[config.mk]
export PLATFORM = sky130hd
export DESIGN_NAME = rf_writeback_queue
export DESIGN_NICKNAME = d
export VERILOG_FILES = /design/src/rtl/rf_pkg.sv /design/src/rtl/rf_wbq_fwd_lookup.sv /design/src/rtl/rf_writeback_queue.sv
export SDC_FILE = /design/constraint.sdc
export NUM_CORES = 1
export LEC_CHECK = 0
export ABC_AREA = 1
export BUFFER_PORTS_ARGS = -buffer_cell sky130_fd_sc_hd__buf_4
export CAP_MARGIN = 20
export CORE_MARGIN = 5
export CORE_UTILIZATION = 50
export DETAILED_ROUTE_END_ITERATION = 12
export PLACE_DENSITY = 0.77
export SYNTH_ARGS = -nofsm -noshare
export SYNTH_HDL_FRONTEND = slang
export SYNTH_SLANG_ARGS = --single-unit
[constraint.sdc]
create_clock -name clk -period 6.5 [get_ports clk]
set_input_delay 0.65 -clock clk [delete_from_list [all_inputs] [get_ports clk]]
set_output_delay 0.65 -clock clk [all_outputs]
set_load 0.05 [all_outputs]
[src/rtl/rf_pkg.sv]
// Shared register-file definitions for the writeback queue and its lookup sub-module.
package rf_pkg;

  localparam int unsigned XLEN       = 64;
  localparam int unsigned REG_ADDR_W = 5;

  typedef struct packed {
    logic [REG_ADDR_W-1:0] addr;
    logic [XLEN-1:0]       data;
  } wb_entry_t;

  // x0 is hardwired to zero, so writes to it are dropped and it never forwards.
  function automatic logic is_x0(input logic [REG_ADDR_W-1:0] addr);
    return addr == '0;
  endfunction

endpackage

[src/rtl/rf_wbq_fwd_lookup.sv]
// Youngest-first address match over the age-ordered queue entries.
// Index 0 is the oldest entry, index DEPTH-1 the youngest slot.
module rf_wbq_fwd_lookup
  import rf_pkg::*;
#(
  parameter int unsigned XLEN  = 64,
  parameter int unsigned DEPTH = 4
) (
  input  logic [DEPTH-1:0]                 valid,
  input  logic [DEPTH-1:0][REG_ADDR_W-1:0] addr,
  input  logic [DEPTH-1:0][XLEN-1:0]       data,
  input  logic [REG_ADDR_W-1:0]            lookup_addr,
  output logic                             hit,
  output logic [XLEN-1:0]                  hit_data
);

  // Ascending scan: a later (younger) match overrides an older one.
  always_comb begin
    hit      = 1'b0;
    hit_data = '0;
    for (int i = 0; i < int'(DEPTH); i++) begin
      if (valid[i] && (addr[i] == lookup_addr) && !is_x0(lookup_addr)) begin
        hit      = 1'b1;
        hit_data = data[i];
      end
    end
  end

endmodule

[src/rtl/rf_writeback_queue.sv]
// Register-file writeback queue: merges two result sources into a FIFO that drains
// one entry per cycle into the register-file write port.
// Optional forwarding of pending values is built when RF_WBQ_FWD_EN is defined.
module rf_writeback_queue
  import rf_pkg::*;
#(
  parameter int unsigned XLEN  = 64,
  parameter int unsigned DEPTH = 4
) (
  input  logic                  clk,
  input  logic                  rst,
  input  logic                  p0_valid,
  output logic                  p0_ready,
  input  logic [REG_ADDR_W-1:0] p0_addr,
  input  logic [XLEN-1:0]       p0_data,
  input  logic                  p1_valid,
  output logic                  p1_ready,
  input  logic [REG_ADDR_W-1:0] p1_addr,
  input  logic [XLEN-1:0]       p1_data,
  input  logic                  rf_hold,
  output logic                  rf_we,
  output logic [REG_ADDR_W-1:0] rf_addr,
  output logic [XLEN-1:0]       rf_data,
  input  logic [REG_ADDR_W-1:0] fwd_addr_1,
  output logic                  fwd_hit_1,
  output logic [XLEN-1:0]       fwd_data_1,
  input  logic [REG_ADDR_W-1:0] fwd_addr_2,
  output logic                  fwd_hit_2,
  output logic [XLEN-1:0]       fwd_data_2,
  output logic                  busy
);

  localparam int unsigned PW = (DEPTH > 1) ? $clog2(DEPTH) : 1;
  localparam int unsigned CW = $clog2(DEPTH + 1);

  localparam logic [CW-1:0] CntP0Max = CW'(DEPTH - 1);
  localparam logic [CW-1:0] CntP1Max = CW'(DEPTH - 2);
  localparam logic [PW-1:0] PtrLast  = PW'(DEPTH - 1);

  logic [PW-1:0] head_q, head_d;
  logic [PW-1:0] tail_q, tail_d;
  logic [CW-1:0] count_q, count_d;

  logic [REG_ADDR_W-1:0] addr_mem [DEPTH];
  logic [XLEN-1:0]       data_mem [DEPTH];

  logic          push0, push1, pop;
  logic          wr0_en, wr1_en;
  logic [PW-1:0] wr0_idx, wr1_idx;

  function automatic logic [PW-1:0] ptr_inc(input logic [PW-1:0] p);
    if (p == PtrLast) begin
      return '0;
    end
    return p + 1'b1;
  endfunction

  // Ready depends only on the registered count; pop credit is deliberately ignored.
  always_comb begin
    p0_ready = (count_q <= CntP0Max);
    p1_ready = (count_q <= CntP1Max);
    busy     = (count_q != '0);
    rf_we    = busy & ~rf_hold;
    rf_addr  = addr_mem[head_q];
    rf_data  = data_mem[head_q];
  end

  // Handshake, enqueue slot selection and pointer/count next state.
  always_comb begin
    push0   = p0_valid & p0_ready & ~is_x0(p0_addr);
    push1   = p1_valid & p1_ready & ~is_x0(p1_addr);
    pop     = rf_we;
    wr0_en  = push0;
    wr0_idx = tail_q;
    wr1_en  = push1;
    // p0 is older, so p1 lands behind it when both are enqueued.
    wr1_idx = push0 ? ptr_inc(tail_q) : tail_q;
    tail_d  = tail_q;
    if (push0 && push1) begin
      tail_d = ptr_inc(ptr_inc(tail_q));
    end else if (push0 || push1) begin
      tail_d = ptr_inc(tail_q);
    end
    head_d  = pop ? ptr_inc(head_q) : head_q;
    count_d = count_q + CW'(push0) + CW'(push1) - CW'(pop);
  end

  // Pointer and count registers; reset drops every pending entry.
  always_ff @(posedge clk or posedge rst) begin
    if (rst) begin
      head_q  <= '0;
      tail_q  <= '0;
      count_q <= '0;
    end else begin
      head_q  <= head_d;
      tail_q  <= tail_d;
      count_q <= count_d;
    end
  end

  // Entry storage; contents are don't-care after reset so no reset is needed.
  always_ff @(posedge clk) begin
    if (wr0_en) begin
      addr_mem[wr0_idx] <= p0_addr;
      data_mem[wr0_idx] <= p0_data;
    end
    if (wr1_en) begin
      addr_mem[wr1_idx] <= p1_addr;
      data_mem[wr1_idx] <= p1_data;
    end
  end

`ifdef RF_WBQ_FWD_EN
  logic [DEPTH-1:0]                 ord_valid;
  logic [DEPTH-1:0][REG_ADDR_W-1:0] ord_addr;
  logic [DEPTH-1:0][XLEN-1:0]       ord_data;

  // Rotate storage into age order starting at head; only the first count slots are live.
  always_comb begin
    ord_valid = '0;
    ord_addr  = '0;
    ord_data  = '0;
    for (int i = 0; i < int'(DEPTH); i++) begin
      int unsigned slot;
      slot         = (int'(head_q) + i) % DEPTH;
      ord_valid[i] = (i < int'(count_q));
      ord_addr[i]  = addr_mem[slot[PW-1:0]];
      ord_data[i]  = data_mem[slot[PW-1:0]];
    end
  end

  rf_wbq_fwd_lookup #(
    .XLEN  (XLEN),
    .DEPTH (DEPTH)
  ) u_lookup_1 (
    .valid       (ord_valid),
    .addr        (ord_addr),
    .data        (ord_data),
    .lookup_addr (fwd_addr_1),
    .hit         (fwd_hit_1),
    .hit_data    (fwd_data_1)
  );

  rf_wbq_fwd_lookup #(
    .XLEN  (XLEN),
    .DEPTH (DEPTH)
  ) u_lookup_2 (
    .valid       (ord_valid),
    .addr        (ord_addr),
    .data        (ord_data),
    .lookup_addr (fwd_addr_2),
    .hit         (fwd_hit_2),
    .hit_data    (fwd_data_2)
  );
`else
  // No forwarding: consumers stall on busy instead.
  logic unused_fwd;
  assign unused_fwd = ^{fwd_addr_1, fwd_addr_2};
  assign fwd_hit_1  = 1'b0;
  assign fwd_data_1 = '0;
  assign fwd_hit_2  = 1'b0;
  assign fwd_data_2 = '0;
`endif

endmodule

==> results of run 1 <==
-- cells by family (layout without fill, tap and decap cells) --
| group | after synthesis | in the layout | synth area share (%) |
|---|---|---|---|
| simple gates | 1008 | 1008 | 28.2 |
| other cells | 1 | 131 | 0.0231 |
| xor+xnor | 1 | 1 | 0.0540 |
| buf+inv | 313 | 308 | 11.5 |
| flops | 283 | 283 | 52.2 |
| fa+ha+maj | 10 | 10 | 0.864 |
| compound gates | 216 | 216 | 7.21 |
-- stage by stage --
stage                     util (%)  setup WS, ns
after floorplan                  -        -0.193
after global placement        53.6          2.52
after detailed placement      53.6          2.47
after CTS                     56.8          2.44
after global routing          56.8          2.22
final                         56.8          2.48
-- cell usage after synthesis --
| library cell | n | area share, % |
|---|---|---|
| nand2_1 | 563 | 13 |
| nand4_1 | 280 | 11 |
| edfxtp_1 | 276 | 51 |
| buf_4 | 147 | 6.8 |
| nor2_1 | 145 | 3.4 |
| o21ai_0 | 145 | 4.5 |
| buf_2 | 89 | 2.7 |
| o22ai_1 | 69 | 2.7 |
| clkbuf_1 | 48 | 1.1 |
| inv_1 | 16 | 0.37 |
| ha_1 | 8 | 0.62 |
| dfrtp_1 | 7 | 1.1 |
| buf_1 | 6 | 0.14 |
| nand2_2 | 5 | 0.19 |
| nand3_1 | 5 | 0.15 |
| nand3_2 | 5 | 0.31 |
| buf_6 | 4 | 0.28 |
| inv_2 | 3 | 0.069 |
| nand2_4 | 3 | 0.21 |
| fa_1 | 2 | 0.25 |
| a21oi_1 | 1 | 0.031 |
| a31oi_1 | 1 | 0.039 |
| conb_1 | 1 | 0.023 |
| nand3b_2 | 1 | 0.069 |
| nor3_1 | 1 | 0.031 |
| xnor2_1 | 1 | 0.054 |
-- state kept, by name (all words and copies together), names as in the netlist --
signal	flops
addr_mem	20
count_q	3
data_mem	256
head_q	2
tail_q	2
-- worst paths after layout --
kind                                  startpoint                        end  slack, ns  cells after the start
hold reg to reg             count_q[2]$_DFF_PP0_       count_q[2]$_DFF_PP0_       0.74                      3
min in group clk                     p0_data[62]  data_mem[0][62]$_DFFE_PP_       0.39                      3
hold / removal                               rst      tail_q[1]$_DFFE_PP0P_       0.04                      2
max in group asynchronous                    rst      head_q[0]$_DFFE_PP0P_       6.19                      2
setup reg to reg            count_q[2]$_DFF_PP0_  data_mem[0][16]$_DFFE_PP_       2.71                     12
setup / recovery           head_q[0]$_DFFE_PP0P_                 rf_data[3]       2.48                      5
-- layout make-up --
type | instances | share of cell area (%)
Clock buffer | 35 | 4.31
Multi-Input combinational cell | 1365 | 35.2
Tap cell | 442 | 3.02
Antenna cell | 1 | 0.0137
Sequential cell | 283 | 46.2
Inverter | 19 | 0.444
Timing Repair Buffer | 234 | 9.58
Clock inverter | 20 | 1.22
-- worst max-delay path, stage by stage, from the launching register on --
cell and delay [ns]:
dfrtp_4 0.72, inv_4 0.65, buf_4 0.68, o21ai_0 0.16, o22ai_1 0.26, buf_4 0.26
-- power by group --
part / internal, mW / switching (mW) / leakage [nW]
Combinational: 1.17 / 4.41 / 4.65
Sequential: 2.68 / 0.160 / 2.60
Clock: 1.06 / 0.706 / 0.490
Total: 4.92 / 5.28 / 7.74
-- routing by layer --
metal  vias to the layer above  track usage, %  wire [um]
met3                       108            5.39       5670
met5                         -               0         13
li1                       6450               -          -
met4                         2            8.96       1270
met1                      6650            32.4      17600
met2                       885            42.7      23100
==> metrics.txt, run 1 <==
status finished clean; GR Overflow Total 0; num ports between 300 and 400; endpoints failing hold 0; share of cells above drive strength 1 15.4%; IR drop worst, VDD around 0.4 mV; total CTS buffers 30; # rows 66; cell area after layout 18,300 um2; final setup violation count 0; H-tree Lvls 1; Vias roughly 14,000; Initial Utilization ~50%; largest buffer count on any clock path 3; routed vias/inst roughly 6; Reg area ~8500 um2; DR WL/cell 19.9 um; RSZ-0062 raised after global routing false; Total Power 10.2 mW; Final Max Tran Viols 0; # DRC 0; Filler cells between 2,000 and 3,000; Placed Instances approximately 2,300; area of the multi-input gates around 6500 um2; CP Launch Type register; area delta synth->final 13.0%; Least-Margin Pin Slew approximately 1.2 ns; CP Max Fanout 80; synthesized flop and latch total between 200 and 300; core outline area around 32,000 um2; Die Area 36,100 um2; Root Driver clkbuf_16; PortBufs 215; Worst slew margin 22.8%; Worst Clk Skew 0.0102 ns; Worst-Skew Late Latency between 0.5 and 0.6 ns; Static Leakage a little under 8 nW; period utilization just over 60%; synthesized area 16,200 um2; clock-pin slew on the worst setup and hold paths 0.06 ns; placer congestion estimate around 0.76; Area after DPL ~17,000 um2; initial antenna violation count 2; routed wire length 47,700 um; Hold Crit Class in2async; Mapped Cells between 1,500 and 2,000; number of global-route vias before repair ~14,000; first-pass GRT wire length 73,200 um; worst path arrival time roughly 3.4 ns; WS Path Type reg2out; Post-CTS Hold Fix Bufs 0; Post-CTS Resized 0; Layout Cells excl Fill ~2,400; Die H roughly 190 um; largest net degree at the start of global routing ~180; Detailed Place HPWL 25,500 um; Post-CTS Setup Bufs 0; Iter 0 DRT Violations around 1,300; Max Clk Rate 249 MHz; Worst Hold Margin around 0.04 ns; Max Cap Violations 0; ANT nets after route 0; GR Util All Layers 25.3%; Pre-antenna DRT Iters 6; CTS Sinks between 200 and 300; most common cell after layout, fill and taps aside nand2_1; CTS tree yes; Syn. warnings 0; setup_tns 0 ns; WP data required around 6 ns; synth unique cells 26; leading cell types in the layout, fill and taps excluded nand2_1, nand4_1, edfxtp_1; min Tclk post-route a little over 4 ns; syn avg cell area just under 9 um2; Power Density 556 nW/um2; nets ~2,100; CP endpoint kind output pin; Seq/Total Area, Yosys between 50% and 60%; DIE WIDTH between 150 and 200 um
(Power assumes the default switching activity.)
==> inputs of run 2 (changes only) <==
--- a/config.mk
+++ b/config.mk
@@ -9,9 +9,9 @@
 export BUFFER_PORTS_ARGS = -buffer_cell sky130_fd_sc_hd__buf_4
 export CAP_MARGIN = 20
 export CORE_MARGIN = 5
-export CORE_UTILIZATION = 50
+export CORE_UTILIZATION = 55
 export DETAILED_ROUTE_END_ITERATION = 12
-export PLACE_DENSITY = 0.77
+export PLACE_DENSITY = 0.81
 export SYNTH_ARGS = -nofsm -noshare
 export SYNTH_HDL_FRONTEND = slang
 export SYNTH_SLANG_ARGS = --single-unit
==> constraint.sdc (replaced) <==
create_clock -name clk -period 3.9 [get_ports clk]
set_input_delay 0.39 -clock clk [delete_from_list [all_inputs] [get_ports clk]]
set_output_delay 0.39 -clock clk [all_outputs]
set_load 0.05 [all_outputs]
==> metrics.txt, run 2 (synthesized netlist as in run 1, its figures left out) <==
status finished clean; largest net degree at the start of global routing 121 (-34%); num ports 356 (unchanged); Ant. Diodes 0 (-1); placer congestion estimate 0.800 (+5.1%); Final Max Tran Viols 0 (unchanged); Net Switching 8.75 mW (+66%); period utilization about 84%; max reg flops 256 (unchanged); Detailed Place HPWL 25,800 um (+1.5%); GR Overflow Total 0 (unchanged); CP Max Fanout 97 (+21%); endpoints failing hold 0 (unchanged); CP Launch Type register; Static Leakage 7.78 nW (+0.45%); Pre-antenna DRT Iters 8 (+2); Post-CTS Resized 0 (unchanged); PortBufs 215 (unchanged); CTS Sinks 283 (unchanged); Comb power frac 56.2% (+1.4 points); Flop pwr share 27.6% (-0.3 points); Worst-Skew Late Latency 0.57 ns (about the same); WS Path Type reg2reg; Die H 182 um (-4.4%); number of global-route vias before repair 13,496 (-1.4%); first-pass GRT wire length 71,100 um (-2.9%); area delta synth->final 13.0% (about the same); most common cell after layout, fill and taps aside nand2_1; total CTS buffers 30 (unchanged); Initial Utilization 56.0% (+5.8 points); nets 2,106 (+0.48%); leading cell types in the layout, fill and taps excluded nand2_1, nand4_1, edfxtp_1; Worst slew margin 24.5% (+1.7 points); final setup violation count 0 (unchanged); Hold Crit Class in2reg; # DRC 0 (unchanged); Max Clk Rate 304 MHz; CTS tree yes; routed wire length 46,500 um (-2.5%); Die Area 33,000 um2 (-8.6%); DIE WIDTH 182 um (-4.4%); Int Power 8.10 mW (+65%); largest buffer count on any clock path 3 (unchanged); Post-CTS Hold Fix Bufs 1 (+1); share of cells above drive strength 1 15.8% (+0.33 points); Vias 14,119 (+0.17%); min Tclk post-route about 3.3 ns; IR drop worst, VDD 0.952 mV (+140%); Clk pwr share 16.2% (-1.1 points); GR Util All Layers 26.6% (+1.3 points); # rows 62 (-6.1%); RSZ-0062 raised after global routing false; ANT nets after route 0 (unchanged); worst path arrival time 3.72 ns (+0.35 ns); initial antenna violation count 1 (-1); switching share of power 52.0% (+0.20 points); DR WL/cell 19.8 um (-0.46%); Top Registers data_mem (256), addr_mem (20), count_q (3); Worst Clk Skew 0.0253 ns (+0.0151 ns); routed vias/inst 6.01 (+2.3%); Util after Layout 63.4% (+6.6 points); Post-CTS Setup Bufs 0 (unchanged); H-tree Lvls 1 (unchanged); WP data required 4.33 ns (-1.52 ns); Iter 0 DRT Violations 1,533 (+17%); Root Driver clkbuf_16; core outline area 28,900 um2 (-10%); Power Density 919 nW/um2 (+65%); Worst Hold Margin 0.109 ns (+0.0679 ns); CP endpoint kind register; clock-pin slew on the worst setup and hold paths 0.06 ns (about the same); Least-Margin Pin Slew 1.13 ns (-0.0248 ns); Most flops, register data_mem; Max Cap Violations 0 (unchanged)
==> run 2: metal layers <==
layer	vias to the layer above	track usage [%]	wire, um
li1	6455	-	-
met1	6626	32.6	16300
met2	908	46.3	23100
met3	128	4.72	5410
met4	2	11.6	1660
met5	-	0	13
==> run 2: area by class of cell <==
| class | instances | area (um2) |
|---|---|---|
| fillers | 2281 | 10600 |
| flip-flops and latches | 283 | 8470 |
| multi-input cells | 1365 | 6450 |
| repair buffers | 244 | 1920 |
| clock buffers | 34 | 766 |
| well taps | 384 | 480 |
| clock inverters | 21 | 168 |
| inverters | 19 | 81.3 |
==> run 2: power groups by stage <==
stage                     sequential (mW)  combinational, mW  clock [mW]
after floorplan                      4.78               6.81           0
after global placement               4.68               9.14           0
after detailed placement             4.71               9.29           0
after CTS                            4.66               9.32        2.72
after global routing                 4.72               10.0        2.87
final                                4.66               9.47        2.73
==> run 2: stage by stage <==
| step | power (mW) | setup slack (ns) | instances | TNS (ns) | instance area (um2) |
|---|---|---|---|---|---|
| after CTS | 16.7 | 0.717 | 2349 | 0 | 18300 |
| after global placement | 13.8 | 0.834 | 2293 | 0 | 17400 |
| after floorplan | 11.6 | -0.926 | 1961 | -255.48 | 16700 |
| after global routing | 17.6 | 0.457 | 2350 | 0 | 18300 |
| after detailed placement | 14.0 | 0.710 | 2293 | 0 | 17400 |
| final | 16.8 | 0.607 | 2350 | 0 | 18300 |
==> run 2: final timing paths <==
check / startpoint / to / slack, ns / cells after the start
max: count_q[2]$_DFF_PP0_ / data_mem[0][41]$_DFFE_PP_ / 0.61 / 11
min: p0_data[36] / data_mem[1][36]$_DFFE_PP_ / 0.11 / 3
max reg2reg: count_q[2]$_DFF_PP0_ / data_mem[0][41]$_DFFE_PP_ / 0.61 / 11
min reg2reg: count_q[0]$_DFF_PP0_ / count_q[0]$_DFF_PP0_ / 0.75 / 3
max in group asynchronous: rst / head_q[0]$_DFFE_PP0P_ / 3.28 / 3
min in group asynchronous: rst / head_q[0]$_DFFE_PP0P_ / 0.37 / 3
==> run 2: critical path, cell delays in order (launching register included) <==
cell and delay [ns]:
dfrtp_1 0.39, inv_2 0.12, ha_1 0.16, nand2_1 0.05, nand2_1 0.07, nand2_2 0.11
nand3_2 0.33, nand2_2 0.11, nand2_4 0.44, buf_4 0.89, nand4_1 0.18, nand2_1 0.15
